## src/rtl/keypad_scanner.sv

```systemverilog
// Row-scanning, snapshot-debouncing front end for the 4x3 safe-lock keypad.
// Optional build macro: KEYPAD_MULTI_KEY_MASK_EN (multi-key snapshots read as no key).
module keypad_scanner #(
  parameter int SCAN_DIV       = 1000,
  parameter int DEBOUNCE_SCANS = 4
) (
  input  logic        clk,
  input  logic        rst_n,
  input  logic [2:0]  col_in,
  output logic [3:0]  row_out,
  output logic [11:0] key,
  output logic        key_change
);

  localparam int DW = (SCAN_DIV > 1) ? $clog2(SCAN_DIV) : 1;
  localparam int CW = (DEBOUNCE_SCANS > 1) ? $clog2(DEBOUNCE_SCANS) : 1;
  localparam logic [DW-1:0] DWELL_LAST = DW'(SCAN_DIV - 1);
  localparam logic [CW-1:0] CNT_MAX    = CW'(DEBOUNCE_SCANS - 1);

  logic [1:0]    row_reg;
  logic [DW-1:0] dwell_reg;
  logic [11:0]   raw_reg;
  logic [11:0]   cand_reg;
  logic [CW-1:0] cnt_reg;
  logic [11:0]   key_reg;
  logic          key_change_reg;

  logic [11:0]   row_sel;
  logic [11:0]   row_samp;
  logic [11:0]   raw_next;
  logic [11:0]   snap;
  logic [CW-1:0] cnt_next;
  logic          last_dwell;
  logic          end_scan;
  logic          accept;

  // Each (row, col) lands on the key bit the encoder expects; the map is a bijection.
  genvar gi, gj;
  generate
    for (gi = 0; gi < 4; gi++) begin : g_row
      assign row_out[gi] = (row_reg != 2'(gi));
      for (gj = 0; gj < 3; gj++) begin : g_col
        localparam int KB = (gi < 3) ? (gi * 3 + gj + 1)
                                     : ((gj == 0) ? 10 : ((gj == 1) ? 0 : 11));
        assign row_sel[KB]  = (row_reg == 2'(gi));
        assign row_samp[KB] = ~col_in[gj];
      end
    end
  endgenerate

  assign last_dwell = (dwell_reg == DWELL_LAST);
  assign end_scan   = last_dwell && (row_reg == 2'd3);
  assign raw_next   = (raw_reg & ~row_sel) | (row_samp & row_sel);

`ifdef KEYPAD_MULTI_KEY_MASK_EN
  assign snap = ((raw_next & (raw_next - 12'd1)) != 12'd0) ? 12'd0 : raw_next;
`else
  assign snap = raw_next;
`endif

  always_comb begin
    cnt_next = '0;
    if (snap == cand_reg) begin
      cnt_next = (cnt_reg == CNT_MAX) ? cnt_reg : cnt_reg + CW'(1);
    end
  end

  assign accept = end_scan && (cnt_next == CNT_MAX) && (snap != key_reg);

  always_ff @(posedge clk or negedge rst_n) begin
    if (!rst_n) begin
      row_reg        <= 2'd0;
      dwell_reg      <= '0;
      raw_reg        <= 12'd0;
      cand_reg       <= 12'd0;
      cnt_reg        <= '0;
      key_reg        <= 12'd0;
      key_change_reg <= 1'b0;
    end else begin
      key_change_reg <= 1'b0;
      if (last_dwell) begin
        dwell_reg <= '0;
        row_reg   <= row_reg + 2'd1;
        raw_reg   <= raw_next;
      end else begin
        dwell_reg <= dwell_reg + DW'(1);
      end
      if (end_scan) begin
        cand_reg <= snap;
        cnt_reg  <= cnt_next;
        if (accept) begin
          key_reg        <= snap;
          key_change_reg <= 1'b1;
        end
      end
    end
  end

  assign key        = key_reg;
  assign key_change = key_change_reg;

endmodule

```

## config.mk

```make
export PLATFORM = sky130hd
export DESIGN_NAME = keypad_scanner
export DESIGN_NICKNAME = d
export VERILOG_FILES = /design/src/rtl/keypad_scanner.sv
export SDC_FILE = /design/constraint.sdc
export NUM_CORES = 1
export LEC_CHECK = 0
export CORE_ASPECT_RATIO = 0.7
export CORE_MARGIN = 3
export CORE_UTILIZATION = 62
export DETAILED_ROUTE_END_ITERATION = 7
export PLACE_DENSITY = 0.85
export RECOVER_POWER = 50
export SLEW_MARGIN = 10
export SYNTH_ARGS = -nofsm -noshare
export SYNTH_HDL_FRONTEND = slang
export SYNTH_SLANG_ARGS = --single-unit
```

## constraint.sdc

```tcl
create_clock -name clk -period 5.3 [get_ports clk]
set_input_delay 1.06 -clock clk [delete_from_list [all_inputs] [get_ports clk]]
set_output_delay 1.06 -clock clk [all_outputs]
set_load 0.01 [all_outputs]
```

=== After elaboration in Yosys (flattened, before gate mapping) ===
Index checks and enable logic that the tools add are counted.

* Flip-flop bits (word level): 51
* Bits of input ports: 5
* Output and inout bits: 17
* Logic and storage cells: 39

* $add $sub $neg: 3
* Equality and inequality tests: 11
* Muxes and demuxes: 5
* Bitwise gates (word level): 7
* Reduce and logical (&&, ||, !) cells: 6

{| class="wikitable"
|+ Operator list
! operator !! number
|-
| bitwise AND 12 bit || 2
|-
| equality test 12 bit || 1
|-
| inequality test 12 bit || 1
|-
| inverter 12 bit || 1
|-
| bitwise OR 12 bit || 1
|-
| adder 10 x 1 -> 10 bit, second input constant || 1
|-
| equality test 10 bit, second input constant || 1
|-
| two-way mux 10 bit || 1
|-
| equality test 2 bit, second input constant || 4
|-
| adder 2 x 1 -> 2 bit, second input constant || 2
|-
| two-way mux 2 bit || 2
|-
| inequality test 2 bit, second input constant || 2
|-
| logical AND 1 bit || 3
|-
| inverter 1 bit || 3
|-
| equality test 2 x 1 -> 1 bit, second input constant || 1
|-
| logical NOT 2 bit || 1
|-
| two-way mux 1 bit || 2
|-
| inequality test 2 x 1 -> 1 bit, second input constant || 1
|-
| AND reduction 2 bit || 1
|-
| nonzero test 2 bit || 1
|}

=== Logic depth before layout (Yosys ltp) ===
Gate-level depths: netlist of the first run.

* Word-level depth: 11
* Depth in mapped cells: 10
* Mapped depth without buffers: 9

=== Worst setup path after synthesis of the first run ===
Ideal clock, no wire load.

* Path type: input -> register
* From: input port col_in[2]
* To: register key_reg[10] (netlist: key[10])
* Library setup time: 0.125 ns
* Arrival: 2.679 ns
* Required time: 5.175 ns
* Setup slack: 2.496 ns
* Stages on the path: 7
* Buffers on the path: 1
* Cell sequence: mux2i_1 xor2_1 nor4_4 nand2_2 nor4_4 buf_8 mux2_4

* Cells in the longest elaborated chain, start to end: 9
* Elaborated cells on any way between the ends: 10
* Classes of those cells: eq/ne (3); mux (1); bitwise (3); reduce/logical (3)

{| class="wikitable"
|+ RTL lines
! element !! RTL line !! RTL
|-
| start, declared || 9 || <nowiki>input logic [2:0] col_in,</nowiki>
|-
| inverter 1 bit * || 46 || <nowiki>assign row_samp[KB] = ~col_in[gj];</nowiki>
|-
| bitwise AND 12 bit * || 53 || <nowiki>assign raw_next = (raw_reg & ~row_sel) | (row_samp & row_sel);</nowiki>
|-
| bitwise OR 12 bit * || 53 ||
|-
| equality test 12 bit || 63 || <nowiki>if (snap == cand_reg) begin</nowiki>
|-
| two-way mux 2 bit || 63 ||
|-
| equality test 2 bit || 68 || <nowiki>assign accept = end_scan && (cnt_next == CNT_MAX) && (snap != key_reg);</nowiki>
|-
| logical AND 1 bit || 68 ||
|-
| logical AND 1 bit * || 68 ||
|-
| AND reduction 2 bit (no line) * || - ||
|-
| end signal, assigned || 92 || <nowiki>key_reg <= snap;</nowiki>
|-
| end, declared || 25 || <nowiki>logic [11:0] key_reg;</nowiki>
|}

Every way passes the cells marked *; elsewhere a longest branch is shown, timed or not.
A chain may end at the register's enable or synchronous reset.

=== Worst setup path after layout of the first run ===
* From: input port col_in[0]
* To: register key_reg[0] (netlist: key[0])

The elaborated chain is that of the path after synthesis.

==> results of run 1 <==
final cells by class:
type | count | area share
Clock buffer | 6 | 0.0248
Multi-Input combinational cell | 153 | 0.425
Sequential cell | 51 | 0.436
Clock inverter | 1 | 0.0103
Tap cell | 50 | 0.0214
Timing Repair Buffer | 22 | 0.0723
Inverter | 8 | 0.0103
power by group:
group | leakage [nW] | total, mW | internal [mW] | switching (mW)
Sequential | 0.599 | 0.389 | 0.389 | 0
Combinational | 0.576 | 0.0198 | 0.00496 | 0.0148
Clock | 0.0513 | 0.262 | 0.138 | 0.123
worst min-delay path by stage:
stage	end	cells after the start	slack, ns
after floorplan	raw_reg[8]	2	0.44
after global placement	raw_reg[9]	2	0.45
after detailed placement	dwell_reg[0]	1	0.47
after CTS	dwell_reg[0]	1	0.48
after global routing	dwell_reg[0]	1	0.51
final	dwell_reg[0]	1	0.48
per-layer routing:
layer	vias up	GRT usage	routed length, µm
li1	790	-	-
met1	849	0.300	2440
met2	44	0.377	2440
met3	9	0.0634	227
met4	0	0.0793	61
met5	-	0	0
critical path: stages:
cell and delay (ns):
clkdlybuf4s50_1 0.57, o21ai_1 0.53, xor2_1 0.21, nor4_4 0.37, nand2_2 0.14, nor4_4 0.92
mux2_2 0.42
cell usage after synthesis:
library cell / instances
clkbuf_1: 2
mux2_4: 10
nand4b_1: 1
o21ai_0: 12
or2b_1: 2
and4_1: 1
nand2_2: 1
o211ai_1: 1
and4_2: 1
buf_8: 1
o21ai_2: 3
nand2b_1: 8
o2111ai_1: 1
dfrtp_1: 51
nor2_1: 8
buf_2: 2
a21oi_2: 2
buf_1: 1
nand2_1: 16
inv_2: 1
mux2i_1: 1
nand3_1: 4
nor4_4: 3
nand4_1: 6
nor3_2: 1
and3_1: 3
o21bai_1: 1
nor3b_2: 1
xnor2_1: 19
xor2_1: 12
o21ai_1: 6
nand2b_2: 1
inv_1: 7
a22o_1: 2
nor3_1: 2
nor2b_1: 1
mux2_2: 17
ha_1: 6
cells by family after synthesis:
kind of cell	synth area share
buffers and inverters	0.0256
adder cells (fa/ha/maj)	0.0290
flip-flops	0.492
AO/OA/AOI/OAI	0.0676
multiplexers	0.136
AND/OR/NAND/NOR	0.145
XOR/XNOR	0.105
metrics by stage:
stage	hold WS, ns	power, mW	util	setup WS (ns)	cells
floorplan	0.442	0.403	-	2.50	218
global placement	0.455	0.416	0.753	1.13	284
detailed placement	0.470	0.417	0.753	1.00	284
CTS	0.480	0.673	0.780	1.32	291
global route	0.511	0.694	0.778	1.16	291
finish	0.477	0.670	0.778	1.27	291
==> summary.txt, run 1 <==
Status
  • Status: finished with violations
  • Failing checks: capacitance limit, slew limit

Setup path
  • CP Launch Type: primary input
  • Reg-to-reg startpoint: dwell_reg[0]
  • Reg-to-reg critical path endpoint: key[0]
  • Worst setup endpoint: key[0]
  • CP endpoint kind: register
  • CP arrival: 4.23 ns
  • Crit path kind: in2reg
  • FF-to-FF path depth: 7
  • Critical Path RT: 5.50 ns
  • Flop2flop setup slack: 1.67 ns
  • Crit path launch: col_in[0]
  • Worst-path fanout max: 12

Floorplanning
  • Die height: 60.1 µm
  • Site Rows: 18
  • Core Region: 3760 µm²
  • IO Pins: 22
  • DIE AREA: 5010 µm²
  • Die W: 83.3 µm
  • Starting Density: 0.689

Layout
  • Fill count: 214
  • Antenna diodes: 0
  • Multi-input logic area: 1240 µm²
  • Layout Nets: 252
  • Sequential Area: 1280 µm²
  • Share of cells above drive strength 1: 0.191
  • Commonest non-fill, non-tap cell in the layout: dfrtp_1
  • Post-route cell area: 2930 µm²
  • Most frequent cells in the layout: dfrtp_1 (51), clkdlybuf4s50_1 (20), xnor2_1 (19)
  • Layout area overhead: 12.9%

Synth
  • Register bit total from synthesis: 51
  • Yosys top cell by area: dfrtp_1
  • Post-Syn Area: 2590 µm²
  • Yosys warnings: 0
  • Mean post-synth cell area: 11.9 µm²
  • Synth cell types: 38
  • Post-synth top area share: 0.492
  • Mapped Cells: 218
  • Synth area leaders: dfrtp_1 (49%), mux2_2 (7.4%), xnor2_1 (6.4%), mux2_4 (5.8%), xor2_1 (4.1%)
  • Mapped Nets: 229
  • Seq/Total Area, Yosys: 0.492

STA
  • Fin Setup TNS: 0 ns
  • Slew HR: -0.770
  • Fin crit share: 0.760
  • Final setup viols: 0
  • Fin. Hold Viols: 0
  • Fmax: 248 MHz
  • Max Slew Vio Count: 52
  • Clock Skew: 0.0125 ns
  • RSZ-0062 raised after global routing: no
  • Slew of the pin with the lowest slew margin: 2.65 ns
  • Minimum clock period: 4.03 ns

Route
  • Residual DRC: 0
  • First-pass detailed-route iteration total: 4
  • Via count: 1692
  • Post-DR vias/cell: 5.81
  • WL final: 5170 µm
  • DR iter-0 viols: 68
  • Wire per inst: 17.8 µm
  • Remaining antenna violation count: 0

Clock network
  • Hold-fix buffer count after cts: 0
  • CTS clk-pin slew, worst paths: 0.08 ns
  • Clk root buf: clkbuf_8
  • Clk sinks: 51
  • Cts bufs inserted: 5
  • Total number of H-tree levels: 2
  • Worst skew pair latency: 0.31 ns
  • Post-cts sizing count: 0
  • CTS tree: yes
  • Post-CTS Setup Repair Bufs: 0
  • Deepest clock path buffer count: 2

GRT
  • Initial antenna violation count: 0
  • Vias in the first global route: 1665
  • First-pass GRT wire length: 8510 µm
  • Grt total ovfl: 0
  • Global-route total usage across every layer: 0.230
  • Largest net degree at the start of global routing: 52

Min path
  • Hold WC Path Type: reg2reg
  • Hold Crit Start: dwell_reg[0]

Placed design
  • Placed cell area: 2830 µm²
  • IO buf count: 21
  • Final GP Congestion: 0.898
  • Detailed Place HPWL: 3760 µm

Run
  • # Max-Cap Violations: 1

Power
  • Leakage: 1.23 nW
  • Pwr/cell area: 229 nW/µm²
  • Max VDD drop: 0.214 mV
Note: power is estimated with default switching activity, not from simulation.
==> run 2: changes to the inputs <==
Settings changed: CORE_UTILIZATION 62 to 52, PLACE_DENSITY 0.85 to 0.76.
Clock period 5.3 ns to 3.2 ns, I/O delays scaled along.
==> summary.txt, run 2 (synthesis gave the netlist of run 1 again) <==
STA
  • Slew HR: -0.0470 (+0.723)
  • Fin Setup TNS: 0 ns (unchanged)
  • Final setup viols: 0 (unchanged)
  • Slew of the pin with the lowest slew margin: 1.57 ns (-1.08 ns)
  • Max Slew Vio Count: 30 (-42%)
  • RSZ-0062 raised after global routing: no
  • Fmax: 348 MHz
  • Final setup margin: 0.326 ns (-0.945 ns)
  • Clock Skew: 0.00681 ns (-0.00573 ns)
  • Fin crit share: 0.898
  • Minimum clock period: 2.87 ns
  • Fin. Hold Viols: 0 (unchanged)

Setup path
  • Crit path kind: reg2reg
  • CP Launch Type: register
  • FF-to-FF path depth: 8 (+1)
  • CP arrival: 3.04 ns (-1.19 ns)
  • CP endpoint kind: register
  • Critical Path RT: 3.37 ns (-2.13 ns)
  • Worst-path fanout max: 18 (+6)

Floorplanning
  • DIE AREA: 5880 µm² (+18%)
  • IO Pins: 22 (unchanged)
  • Core Region: 4550 µm² (+21%)
  • Site Rows: 20 (+2)
  • Die W: 90.4 µm (+8.5%)
  • Starting Density: 0.569 (-0.120)
  • Die height: 65.1 µm (+8.3%)

Layout
  • Commonest non-fill, non-tap cell in the layout: dfrtp_1
  • Layout area overhead: 18.0%
  • Antenna diodes: 0 (unchanged)
  • Share of cells above drive strength 1: 0.233 (+0.0423)
  • Layout Nets: 263 (+4.4%)
  • Finished Layout Cells: 319 (+9.6%)
  • Most frequent cells in the layout: dfrtp_1 (51), xnor2_1 (19), clkdlybuf4s50_1 (18)

Route
  • WL final: 5190 µm (+0.37%)
  • DR iter-0 viols: 98 (+44%)
  • Remaining antenna violation count: 0 (unchanged)
  • First-pass detailed-route iteration total: 4 (unchanged)
  • Post-DR vias/cell: 5.29 (-9.0%)
  • Residual DRC: 0 (unchanged)
  • Via count: 1688 (-0.24%)
  • Wire per inst: 16.3 µm (-8.4%)

Placed design
  • IO buf count: 21 (unchanged)
  • Detailed Place HPWL: 3880 µm (+3.1%)
  • Placed insts: 311 (+9.5%)
  • Final GP Congestion: 0.755 (-16%)
  • DP Worst Slack: 0.0810 ns (-0.920 ns)

Clock network
  • Total number of H-tree levels: 2 (unchanged)
  • Clk sinks: 51 (unchanged)
  • Cts bufs inserted: 5 (unchanged)
  • Hold-fix buffer count after cts: 0 (unchanged)
  • Clk root buf: clkbuf_8
  • CTS clk-pin slew, worst paths: 0.09 ns (about the same)
  • Post-cts sizing count: 0 (unchanged)
  • Post-CTS Setup Repair Bufs: 0 (unchanged)
  • CTS tree: yes
  • Worst skew pair latency: 0.30 ns (about the same)
  • Deepest clock path buffer count: 2 (unchanged)

GRT
  • Initial antenna violation count: 0 (unchanged)
  • Global-route total usage across every layer: 0.205 (-0.0249)
  • Vias in the first global route: 1818 (+9.2%)
  • First-pass GRT wire length: 9490 µm (+12%)
  • Grt total ovfl: 0 (unchanged)
  • Largest net degree at the start of global routing: 30 (-42%)

Status
  • Status: finished with violations
  • Failing checks: capacitance limit, slew limit

Min path
  • Hold path cells: 2 (+1)
  • Hold WC Path Type: reg2reg

Power
  • Pwr/cell area: 397 nW/µm² (+73%)
  • Max VDD drop: 0.350 mV (+64%)
  • Leakage: 1.29 nW (+5.5%)

Run
  • # Max-Cap Violations: 1 (unchanged)
-- run 2: power by group --
group | internal, mW | leakage, nW | switching [mW]
registers | 0.644 | 0.599 | 0
clock network | 0.312 | 0.0644 | 0.221
logic | 0.0102 | 0.630 | 0.0257
total | 0.966 | 1.29 | 0.247
-- run 2: layout make-up --
class / instances / area, µm²
clock buffers: 5 / 68.8
clock inverters: 3 / 67.6
fillers: 363 / 1500
inverters: 8 / 30.0
multi-input cells: 153 / 1240
flip-flops and latches: 51 / 1280
well taps: 66 / 82.6
repair buffers: 33 / 288
-- run 2: path summary, 6_finish.rpt --
kind | from | to | slack (ns)
max reg2reg | dwell_reg[0] | raw_reg[8] | 0.33
min reg2reg | raw_reg[9] | raw_reg[9] | 0.48
max | dwell_reg[0] | raw_reg[8] | 0.33
min | raw_reg[9] | raw_reg[9] | 0.48
min in group asynchronous | rst_n | key[0] | 0.71
max in group asynchronous | rst_n | raw_reg[2] | 1.16
-- run 2: critical path, stage by stage (launching register included) --
cell and delay [ns]:
dfrtp_1 0.40, ha_1 0.22, nand4b_1 0.11, nor3b_1 0.49
and4_2 0.34, clkbuf_1 0.70, nand2_1 0.27, nand2_1 0.12
o21ai_0 0.09
-- run 2: through the flow --
step	instance area (µm²)	power [mW]	utilization	hold slack [ns]
global placement	2930	0.694	0.644	0.460
finish	3060	1.21	0.671	0.485
detailed placement	2930	0.694	0.644	0.467
CTS	3070	1.23	0.674	0.369
floorplan	2590	0.667	-	0.344
global route	3060	1.26	0.671	0.526
-- run 2: routing by layer --
layer / vias to the layer above / wire length (µm) / global-route usage
li1: 816 / - / -
met5: - / 0 / 0
met2: 28 / 2230 / 0.299
met4: 0 / 78 / 0.0553
met3: 9 / 166 / 0.0429
met1: 835 / 2710 / 0.309
==> run 3: changes to the inputs <==
Settings changed: CORE_ASPECT_RATIO 0.7 to 0.9, PLACE_DENSITY 0.76 to 0.84.
==> summary.txt, run 3 (synthesis gave the netlist of run 1 again) <==
Setup path
  • CP endpoint kind: register
  • Worst-path fanout max: 8 (-10)
  • Crit path kind: in2reg
  • CP Launch Type: primary input
  • Critical Path RT: 3.39 ns (+0.02 ns)
  • CP arrival: 3.07 ns (+0.03 ns)

Route
  • WL final: 4930 µm (-5.1%)
  • DR iter-0 viols: 83 (-15%)
  • Residual DRC: 0 (unchanged)
  • First-pass detailed-route iteration total: 4 (unchanged)
  • Wire per inst: 15.7 µm (-3.2%)
  • Post-DR vias/cell: 5.40 (+2.0%)
  • Via count: 1689 (+0.059%)
  • Remaining antenna violation count: 0 (unchanged)

Layout
  • Finished Layout Cells: 313 (-1.9%)
  • Fin util: 0.657 (-0.0147)
  • Layout Nets: 261 (-0.76%)
  • Sequential Area: 1280 µm² (unchanged)
  • Multi-input logic area: 1240 µm² (unchanged)
  • Commonest non-fill, non-tap cell in the layout: dfrtp_1
  • Fill count: 360 (-0.83%)
  • Antenna diodes: 0 (unchanged)
  • Layout area overhead: 17.4%
  • Most frequent cells in the layout: dfrtp_1 (51), xnor2_1 (19), mux2_2 (17)
  • Share of cells above drive strength 1: 0.235 (+0.00186)

Run
  • # Max-Cap Violations: 0 (-1)

STA
  • Max Slew Vio Count: 0 (-100%)
  • Slew HR: 0.166 (+0.213)
  • Final setup viols: 0 (unchanged)
  • RSZ-0062 raised after global routing: no
  • Fin. Hold Viols: 0 (unchanged)
  • Minimum clock period: 2.88 ns (+0.00472 ns)
  • Slew of the pin with the lowest slew margin: 1.25 ns (-0.320 ns)
  • Fin crit share: 0.900 (+0.00148)
  • Fmax: 347 MHz (-0.16%)
  • Clock Skew: 0.00816 ns (+0.00135 ns)

Clock network
  • Total number of H-tree levels: 2 (unchanged)
  • CTS clk-pin slew, worst paths: 0.09 ns (about the same)
  • Hold-fix buffer count after cts: 0 (unchanged)
  • Clk sinks: 51 (unchanged)
  • CTS tree: yes
  • Deepest clock path buffer count: 2 (unchanged)
  • Clk root buf: clkbuf_8
  • Cts bufs inserted: 5 (unchanged)
  • Post-CTS Setup Repair Bufs: 0 (unchanged)
  • Worst skew pair latency: 0.31 ns (about the same)
  • Post-cts sizing count: 0 (unchanged)

Floorplanning
  • Die height: 73.0 µm (+12%)
  • Site Rows: 23 (+15%)
  • DIE AREA: 5870 µm² (-0.21%)
  • Starting Density: 0.560 (-0.00968)
  • Core Region: 4630 µm² (+1.7%)
  • IO Pins: 22 (unchanged)
  • Die W: 80.4 µm (-11%)

Power
  • Pwr/cell area: 398 nW/µm² (+0.41%)
  • Max VDD drop: 0.401 mV (+15%)
  • Leakage: 1.30 nW (+0.41%)

GRT
  • First-pass GRT wire length: 8330 µm (-12%)
  • Initial antenna violation count: 0 (unchanged)
  • Vias in the first global route: 1664 (-8.5%)
  • Grt total ovfl: 0 (unchanged)
  • Global-route total usage across every layer: 0.189 (-0.0162)
  • Largest net degree at the start of global routing: 52 (+73%)

Min path
  • Hold WC Path Type: reg2reg

Placed design
  • Final GP Congestion: 0.820 (+8.7%)
  • Placed insts: 305 (-1.9%)
  • Detailed Place HPWL: 3610 µm (-6.7%)
  • IO buf count: 21 (unchanged)

Status
  • Status: complete, no violations
-- run 3: per-layer routing --
metal / global-route usage / up-vias / wire length [µm]
met4: 0.0769 / 0 / 101
met1: 0.274 / 840 / 2430
met3: 0.0432 / 8 / 163
met2: 0.274 / 29 / 2240
li1: - / 812 / -
met5: 0 / - / 0
-- run 3: path summary, 6_finish.rpt --
check                              from            to  slack, ns  cells after the start
setup / recovery              col_in[1]       key[11]       0.32                      8
hold / removal             dwell_reg[0]  dwell_reg[0]       0.49                      1
setup reg to reg           dwell_reg[0]    cnt_reg[1]       0.41                      7
hold reg to reg            dwell_reg[0]  dwell_reg[0]       0.49                      1
max in group asynchronous         rst_n  dwell_reg[9]       1.77                      2
min in group asynchronous         rst_n        key[7]       0.67                      2
-- run 3: layout make-up --
class,instances,area share
clock buffers,5,0.0226
well taps,62,0.0255
repair buffers,31,0.0913
inverters,8,0.00987
clock inverters,3,0.0222
multi-input cells,153,0.409
flip-flops and latches,51,0.419
-- run 3: critical path, stage by stage --
cell and delay [ns]:
clkdlybuf4s50_1 0.60, o21ai_2 0.35, xor2_1 0.15, nor4_4 0.35, nand2_2 0.13, nor4_4 0.27
buf_4 0.23, mux2_2 0.34
-- run 3: power by group --
group / leakage (nW) / switching [mW] / internal [mW]
combinational: 0.635 / 0.0247 / 0.00963
sequential: 0.599 / 0 / 0.644
clock: 0.0644 / 0.221 / 0.312
total: 1.30 / 0.246 / 0.965
-- run 3: through the flow --
stage,hold WS (ns),setup WS (ns),cell area [µm²],setup TNS [ns],power (mW)
finish,0.486,0.321,3040,0,1.21
global route,0.525,0.156,3040,0,1.25
CTS,0.451,0.302,3050,0,1.22
detailed placement,0.468,-0.0136,2910,-0.0248,0.693
global placement,0.458,0.0540,2910,0,0.692
floorplan,0.344,0.662,2590,0,0.667
==> patch: new RTL, settings of run 3 <==
Register the output `key` once more, without a reset; this adds one clock of latency there. The other outputs are not delayed to match.
--- a/src/rtl/keypad_scanner.sv
+++ b/src/rtl/keypad_scanner.sv
@@ -98,3 +98,5 @@
 
-  assign key        = key_reg;
+  always_ff @(posedge clk) begin
+    key <= key_reg;
+  end
   assign key_change = key_change_reg;
Behaviour: same outputs for any inputs over 10 cycles, from zero or initial values and one cycle with rst_n low; that may be too few to reach the edited logic, so the function may still have changed.
==> patch against run 3 <==
Final area is 11% higher; clock skew up 0.0015 ns; clock power is 19% higher; critical endpoint is now key_reg[3]; highest routed layer unchanged; routed wire length grew 1.1%; setup slack better by 0.084 ns; sequential cell count up 12; count of clock-buffer cells in the layout increased by 8; die area is 8.3% higher; utilization increased by 1.0 points; power rose by 22%; largest cell class unchanged; area after synthesis rose by 9.0%.
==> patch: results (changes against run 3) <==
Area contributors post-synth - dfrtp_1 (45%), dfxtp_1 (8.5%), mux2_2 (8.0%) (was dfrtp_1 (49%), mux2_2 (7.4%), xnor2_1 (6.4%))
worst hold path class - reg2reg (unchanged)
Max Root-Sink Buffers - 2 (unchanged)
gr usage total - 17.7% (was 18.9%)
first-pass GRT wire length - 8.75 mm (was 8.33 mm)
n_diodes - 0 (unchanged)
Reg2Reg Capture Point - key_reg[3] (was cnt_reg[1])
Critical Path AT - 3.03 ns (was 3.07 ns)
Detailed Place HPWL - 3.60 mm (was 3.61 mm)
Pleak - 1.45 nW (was 1.30 nW)
Slew Viols, Final - 0 (unchanged)
CTS clk-pin slew, worst paths - 0.07 ns (was 0.09 ns)
Post-synth EDFFs - 0 (unchanged)
nets@finish - 278 (was 261)
Worst Setup SP - row_reg[0] (was col_in[1])
sequential power - 800 uW (was 644 uW)
max incr delay on CP - 0.42 ns (was 0.60 ns)
Slew headroom - 5.28% (was 16.6%)
register area share after synthesis - 53.7% (was 49.2%)
vias in the first global route - 1762 (was 1664)
CP max-delay cell - dfrtp_1 (was clkdlybuf4s50_1)
crit path max fanout - 7 (was 8)
peak supply drop - 0.307 mV (was 0.401 mV)
synth cell count leaders - dfrtp_1 (51), mux2_2 (20), xnor2_1 (19) (was dfrtp_1 (51), xnor2_1 (19), mux2_2 (17))
Switching Share - 21.5% (was 20.3%)
via-per-instance ratio - 5.21 (was 5.40)
status - complete, no violations (unchanged)
Worst Setup End Kind - flop (unchanged)
asr flop ratio synth - 81.0% (was 100%)
max FFs per register - 24
Crit path max-delay family - simple AND/OR/NAND/NOR gates (was buffers and inverters)
1st-pass router iterations - 6 (was 4)
Synth Warn # - 0 (unchanged)
drt total wl - 4.98 mm (was 4.93 mm)
Layout Utilization - 66.7% (was 65.7%)
hold slack - 0.368 ns (was 0.486 ns)
Clk pwr share - 43.0% (was 44.0%)
PwrDens - 439 nW/um2 (was 398 nW/um2)
1st-iter DRT viols - 106 (was 83)
Netlist cell types - 36 (was 38)
Clk Latency, worst-skew pair - 0.34 ns (was 0.31 ns)
synthesized net count - 238 (was 229)
total CTS buffers - 9 (was 5)
H-tree levels - 3 (was 2)
number of port buffers - 21 (unchanged)
fillers - 382 (was 360)
Placed Area - 3180 um2 (was 2910 um2)
GPL Wtd Cong - 0.795 (was 0.820)
Reg2Reg Depth - 10 (was 7)
root buf cell - clkbuf_8 (unchanged)
share of cells above drive strength 1 - 25.4% (was 23.5%)
clk_skew - 0.00969 ns (was 0.00816 ns)
==> patch: cell count changes after synthesis, sizes merged, moves of 2 or more <==
cell,change
buf,-3
clkbuf,+3
dfxtp,+12
inv,+4
mux2,+3
mux2i,+4
nand2b,-5
o21ai,-8
or2b,-2
==> patch: layer usage <==
layer	share of wire, %	vias up	GRT usage (%)	wire [um]
li1	-	857	-	-
met5	0	-	0	0
met1	47	853	23.3	2330
met3	5.0	9	6.94	248
met4	1.4	0	5.79	68
met2	47	38	26.9	2330
==> patch: worst min-delay path by stage <==
stage | startpoint | endpoint | cells past startpoint
detailed placement | key_reg[10] | key[10] | 0
finish | key_reg[0] | key[0] | 0
CTS | key_reg[0] | key[0] | 0
floorplan | rst_n | cand_reg[0] | 0
global placement | key_reg[0] | key[0] | 0
global route | key_reg[0] | key[0] | 0
==> patch: per-stage QoR <==
stage	setup slack (ns)	cells
finish	0.405	337
floorplan	0.615	227
global placement	0.180	320
global route	0.146	337
detailed placement	0.0925	320
CTS	0.388	336
==> patch: cell type report <==
| class | count | area share [%] |
|---|---|---|
| Clock buffer | 13 | 5.06 |
| Clock inverter | 3 | 0.446 |
| Inverter | 12 | 1.34 |
| Multi-Input combinational cell | 146 | 36.6 |
| Sequential cell | 63 | 45.1 |
| Tap cell | 65 | 2.42 |
| Timing Repair Buffer | 35 | 9.07 |
==> patch: logic make-up after synthesis <==
kind of cell / Yosys count / synth area share, %
XOR/XNOR: 31 / 9.61
buffers and inverters: 18 / 2.79
AO/OA/AOI/OAI: 22 / 4.52
flip-flops: 63 / 53.7
adder cells (fa/ha/maj): 6 / 2.66
multiplexers: 35 / 15.5
AND/OR/NAND/NOR: 52 / 11.3
